**src/rtl/mbldcm_pkg.sv**
```systemverilog
// Shared types and constants for the BLDC frequency ramp controller and its phase accumulator.
package mbldcm_pkg;

   localparam int cFreqWidthDef = 32;
   localparam int cStepWidthDef = 16;
   localparam logic [2:0] cSectorCount = 3'd6;

   typedef enum logic [1:0] {
      IDLE = 2'd0,
      UP   = 2'd1,
      DOWN = 2'd2,
      STOP = 2'd3
   } rampState_t;

endpackage

```
**src/rtl/mbldcm_phase_acc.sv**
```systemverilog
// Phase accumulator: the frequency word is added every cycle, and each carry-out advances the sector 0..5.
// Latency: one cycle from the accumulator carry to oPhase. Backpressure: none; iHold freezes the accumulator and the sector.
module mbldcm_phase_acc
   import mbldcm_pkg::*;
#(
   parameter int pFreqWidth = cFreqWidthDef
) (
   input  logic                  iClock,
   input  logic                  iReset_n,
   input  logic                  iHold,
   input  logic [pFreqWidth-1:0] iFreq,
   output logic [2:0]            oPhase
);

   logic [pFreqWidth-1:0] accQ;
   logic [pFreqWidth:0]   accSum;

   assign accSum = {1'b0, accQ} + {1'b0, iFreq};

   always_ff @(posedge iClock) begin
      if (!iReset_n) begin
         accQ   <= '0;
         oPhase <= '0;
      end else if (!iHold) begin
         accQ <= accSum[pFreqWidth-1:0];
         if (accSum[pFreqWidth]) begin
            oPhase <= (oPhase == cSectorCount - 3'd1) ? 3'd0 : oPhase + 3'd1;
         end
      end
   end

endmodule

```
**src/rtl/mbldcm_ramp_ctrl.sv**
```systemverilog
// Frequency ramp controller: steps oFreqCurrent toward a latched target on iTick; iStop forces 0 (optional phase: MBLDCM_RAMP_PHASE_EN).
// Latency: outputs are registered, one cycle after the inputs. Backpressure: none; iLatchTarget and iTick are single-cycle strobes.
module mbldcm_ramp_ctrl
   import mbldcm_pkg::*;
#(
   parameter int pFreqWidth = cFreqWidthDef,
   parameter int pStepWidth = cStepWidthDef
) (
   input  logic                  iClock,
   input  logic                  iReset_n,
   input  logic                  iLatchTarget,
   input  logic [pFreqWidth-1:0] iFreqTarget,
   input  logic                  iTick,
   input  logic [pStepWidth-1:0] iStep,
   input  logic                  iStop,
   output logic [pFreqWidth-1:0] oFreqCurrent,
   output logic                  oFreqReflected,
   output logic                  oStop,
   output logic [2:0]            oPhase
);

   localparam int cCmpW = (pFreqWidth > pStepWidth) ? pFreqWidth : pStepWidth;

   rampState_t            stateQ, stateNext;
   logic [pFreqWidth-1:0] targetQ, targetNext;
   logic [pFreqWidth-1:0] currentNext;
   logic                  reflectedNext;
   logic                  stopNext;
   logic [cCmpW-1:0]      stepEff;
   logic [cCmpW-1:0]      diffUp;
   logic [cCmpW-1:0]      diffDown;

   always_comb begin
      targetNext    = iLatchTarget ? iFreqTarget : targetQ;
      currentNext   = oFreqCurrent;
      stateNext     = stateQ;
      stepEff       = (iStep == '0) ? cCmpW'(1) : cCmpW'(iStep);
      diffUp        = cCmpW'(targetQ) - cCmpW'(oFreqCurrent);
      diffDown      = cCmpW'(oFreqCurrent) - cCmpW'(targetQ);
      reflectedNext = 1'b0;
      stopNext      = 1'b0;

      if (iStop) begin
         currentNext = '0;
         stateNext   = STOP;
      end else if (stateQ == STOP) begin
         // Leaving STOP parks in IDLE so direction is judged from 0 against the new target.
         if (iLatchTarget) begin
            stateNext = IDLE;
         end
      end else begin
         // A direction that no longer matches the target waits one cycle for the state to turn.
         if (iTick && stateQ == UP && targetQ > oFreqCurrent) begin
            currentNext = (diffUp <= stepEff) ? targetQ
                                              : pFreqWidth'(cCmpW'(oFreqCurrent) + stepEff);
         end else if (iTick && stateQ == DOWN && targetQ < oFreqCurrent) begin
            currentNext = (diffDown <= stepEff) ? targetQ
                                                : pFreqWidth'(cCmpW'(oFreqCurrent) - stepEff);
         end
         if (targetQ > currentNext) begin
            stateNext = UP;
         end else if (targetQ < currentNext) begin
            stateNext = DOWN;
         end else begin
            stateNext = IDLE;
         end
      end

      reflectedNext = (stateNext == IDLE) && (currentNext == targetNext);
      stopNext      = (stateNext == STOP);
   end

   always_ff @(posedge iClock) begin
      if (!iReset_n) begin
         stateQ         <= IDLE;
         targetQ        <= '0;
         oFreqCurrent   <= '0;
         oFreqReflected <= 1'b1;
         oStop          <= 1'b0;
      end else begin
         stateQ         <= stateNext;
         targetQ        <= targetNext;
         oFreqCurrent   <= currentNext;
         oFreqReflected <= reflectedNext;
         oStop          <= stopNext;
      end
   end

`ifdef MBLDCM_RAMP_PHASE_EN
   mbldcm_phase_acc #(
      .pFreqWidth (pFreqWidth)
   ) uPhaseAcc (
      .iClock   (iClock),
      .iReset_n (iReset_n),
      .iHold    (stateQ == STOP),
      .iFreq    (oFreqCurrent),
      .oPhase   (oPhase)
   );
`else
   assign oPhase = 3'd0;
`endif

endmodule

```
**config.mk**
```make
export PLATFORM = sky130hd
export DESIGN_NAME = mbldcm_ramp_ctrl
export DESIGN_NICKNAME = d
export VERILOG_FILES = /design/src/rtl/mbldcm_pkg.sv /design/src/rtl/mbldcm_phase_acc.sv /design/src/rtl/mbldcm_ramp_ctrl.sv
export SDC_FILE = /design/constraint.sdc
export NUM_CORES = 1
export LEC_CHECK = 0
export ABC_AREA = 1
export CORE_MARGIN = 1
export CORE_UTILIZATION = 45
export DETAILED_ROUTE_END_ITERATION = 16
export GPL_ROUTABILITY_DRIVEN = 0
export GPL_TIMING_DRIVEN = 0
export SLEW_MARGIN = 20
export SYNTH_ARGS = -nofsm -noshare
export SYNTH_HDL_FRONTEND = slang
export SYNTH_HIERARCHICAL = 1
export SYNTH_SLANG_ARGS = --single-unit
```
**constraint.sdc**
```tcl
create_clock -name iClock -period 12.35 [get_ports iClock]
set_input_delay 1.235 -clock iClock [delete_from_list [all_inputs] [get_ports iClock]]
set_output_delay 1.235 -clock iClock [all_outputs]
set_load 0.02 [all_outputs]
```
==> summary.log <==
[timing] Achievable Freq 124 MHz
[clock_network] post-CTS resize count 0
[critical_path] Arrival @ worst endpoint 8.36 ns
[clock_network] Max clock buf depth 2
[yosys] share of the synthesized area in the top cell type 20.1%
[yosys] leading area contributor after synthesis nand2_1
[floorplanning] total core area 28600 um2
[timing] Final period util 65.4%
[final_layout] share of final-layout standard cells stronger than drive strength 1 4.45%
[timing] worst setup margin 4.27 ns
[yosys] synthesized instance count 2368
[route] starting DRC count in detailed routing 1281
[timing] hold violation total from the final report 0
[grt] number of antenna violations at the first check in global routing 0
[hold_path] hold path depth 3
[clock_network] Root Driver clkbuf_16
[grt] wire length of the first global-routing pass 76800 um
[critical_path] worst endpoint required time 12.63 ns
[outcome] status finished clean
[timing] Worst slew margin 22.3%
[hold_path] class of the tightest hold or removal check reg -> reg
[floorplanning] y dimension of the die 172 um
[clock_network] CTS buffer count 9
[yosys] synthesized flop and latch total 68
[timing] Post-Route Setup TNS 0 ns
[power] Sw Ratio 50.2%
[placement] count of port buffers added during placement 85
[critical_path] crit start category primary input
[critical_path] critical path class in -> reg
[power] cell-internal power 0.663 mW
[route] final routed DRC violation total 0
[final_layout] sequential standard cell area 1360 um2
[placement] Setup WS pre-CTS 4.14 ns
[clock_network] H-tree depth 3
[yosys] most repeated cell in the gate-level netlist after synthesis nand2_1
[clock_network] clock transition at the registers of the reported paths 0.05 ns
[yosys] Syn. warnings 6
[floorplanning] effective utilization at floorplan 45.7%
[critical_path] crit path max fanout 3
[route] vias after detailed routing 15183
[power] P_leak 8.00 nW
[yosys] Mean Syn Cell Area 5.52 um2
[power] net load switching power 0.669 mW
[yosys] post-synth cell types 47
[critical_path] biggest cell delay along the critical path 0.95 ns
[final_layout] Ant. Diodes 0
[final_layout] number of nets in the final layout 2681
[clock_network] number of buffers added for setup after CTS 0
[critical_path] CP max-delay cell a2111oi_0
[power] clock share of power 18.7%
[run] max cap viols 0
[route] average vias per placed instance 5.32
[power] proportion of power drawn by flip-flops and latches 20.0%
[yosys] ranking of synthesized cells by area nand2_1 20%, ha_1 15%, inv_1 11%
[final_layout] area used by multi-input combinational logic 9770 um2
[timing] unrepaired setup endpoints after global routing false
[floorplanning] number of top-level design ports 90
[timing] total count of max-transition violations in the final report 0
[final_layout] fillcell total 3197
[power] largest voltage drop on the vdd net 101 uV
[power] combinational power share 61.4%
[floorplanning] area enclosed by the die boundary 29700 um2
[yosys] number of enable-type register cells in the synthesized netlist 0
[grt] overall fraction of global-route tracks in use 34.7%
[placement] detailed placement HPWL 44500 um
[grt] total congestion overflow 0
[timing] final count of negative-setup-slack endpoints 0
[power] power density of the placed cells 90.7 nW/um2
[route] final routed wirelength across all metal layers 51200 um
[yosys] proportion of synthesized chip area in sequential cells 10.4%
[timing] WHS 0.658 ns
[timing] fin crit period 8.08 ns
[floorplanning] number of cell rows 62
[yosys] primary flip-flop cell chosen by synthesis mapping dfxtp_1
[critical_path] Most Frequent Cell on Critical Path nand2_1
[timing] largest clock skew in the final design 0.00542 ns
[yosys] top cell types by occurrence after synthesis 699 x nand2_1, 388 x inv_1, 242 x nand3_1
[floorplanning] Die Span X 172 um
[clock_network] hold-fix buffer count after cts 0
[final_layout] area growth from synthesis to layout 12.5%
[clock_network] CTS tree done
[critical_path] count of cells along the worst register-to-register path 40
[route] number of detailed-routing iterations run before antenna repair 6
[route] number of routed nets with antenna violations 0
[yosys] proportion of register bits with asynchronous set or reset after synthesis 0%
[clock_network] Clock Sink Count 68
[clock_network] insertion delay of the later-clocked pin in the worst-skew pair 0.34 ns
[timing] Tightest Pin Transition 1.14 ns
[grt] number of global-route vias before repair 13947
[critical_path] CP Capture Type flop
[route] Routed WL per cell 18.0 um
[grt] largest net degree at the start of global routing 11
[yosys] synthesized cell area 13100 um2
cell usage in the layout (no fill, tap or decap), types with 4 or more instances in the layout:
cell,count
dfxtp_1,68
nand2_1,699
o21bai_1,10
o211ai_2,5
nor2_4,4
nand4_1,55
o21ai_1,9
inv_2,10
o21ai_0,97
inv_1,388
nor2_2,15
clkbuf_8,4
ha_1,158
nand2_2,14
buf_4,7
clkdlybuf4s50_1,85
nor4_1,10
a21o_1,11
buf_2,30
xor2_1,74
nor3_1,16
a21oi_1,124
clkbuf_1,50
buf_6,4
o21a_1,5
nor2_1,225
nand3_1,242
clkbuf_16,9
fa_1,4
final cells by class:
| class | instances | area share, % |
|---|---|---|
| clock inverters | 1 | 0.0341 |
| multi-input cells | 1809 | 66.5 |
| well taps | 384 | 3.27 |
| repair buffers | 85 | 5.79 |
| clock buffers | 14 | 1.93 |
| inverters | 400 | 10.2 |
| flip-flops and latches | 68 | 9.26 |
| plain buffers | 93 | 3.01 |
worst paths after layout:
check	start	end	slack, ns
worst max-delay path	iStep[12]	oFreqReflected	4.27
worst min register to register	stateQ[1]	stateQ[1]	0.66
worst max register to register	targetQ[1]	oFreqReflected	4.89
worst min-delay path	stateQ[1]	stateQ[1]	0.66
per-layer routing:
layer	vias up	GRT usage (%)	part of all wire, %
met4	0	15.0	4.1
li1	7677	-	-
met1	6807	46.6	45
met2	615	56.6	44
met3	84	3.00	7.2
met5	-	0	0
cell families (layout without fill, tap and decap cells):
group / Yosys count / after routing / share of synthesized area (%)
AOI/OAI and AO/OA: 279 / 279 / 11.9
xor gates and xnor gates: 76 / 76 / 5.09
adders and majority gates: 162 / 162 / 15.7
buffers and inverters: 493 / 593 / 14.9
DFF: 68 / 68 / 10.4
other: 1 / 3 / 0.0287
and+or+nand+nor: 1289 / 1289 / 41.9
flip-flops by register name (all words and copies together) (netlist names):
signal          cells
targetQ            32
oFreqReflected      1
stateQ              2
oStop               1
oFreqCurrent       32
stage by stage:
step	power, mW	util (%)	instances	cell area [um2]
6_report	1.33	51.3	2854	14700
5_1_grt	1.44	51.3	2854	14700
4_1_cts	1.31	51.3	2854	14700
3_5_place_dp	1.06	50.3	2839	14400
3_3_place_gp	1.05	50.3	2839	14400
2_1_floorplan	0.826	-	2370	13100
power by group through the flow:
| stage | clock network (mW) | logic, mW | registers (mW) |
|---|---|---|---|
| after detailed placement | 0 | 0.796 | 0.269 |
| after global routing | 0.262 | 0.911 | 0.267 |
| after CTS | 0.251 | 0.799 | 0.264 |
| final | 0.249 | 0.818 | 0.266 |
| after global placement | 0 | 0.784 | 0.268 |
| after floorplan | 0 | 0.567 | 0.259 |
worst max-delay path, delay by kind of cell:
| kind | cells | cell delay, ns |
|---|---|---|
| AND/OR/NAND/NOR | 16 | 2.24 |
| AO/OA/AOI/OAI | 11 | 3.43 |
| adder cells (fa/ha/maj) | 3 | 0.85 |
| buffers and inverters | 2 | 0.58 |
Note: power is estimated with default switching activity, not from simulation.
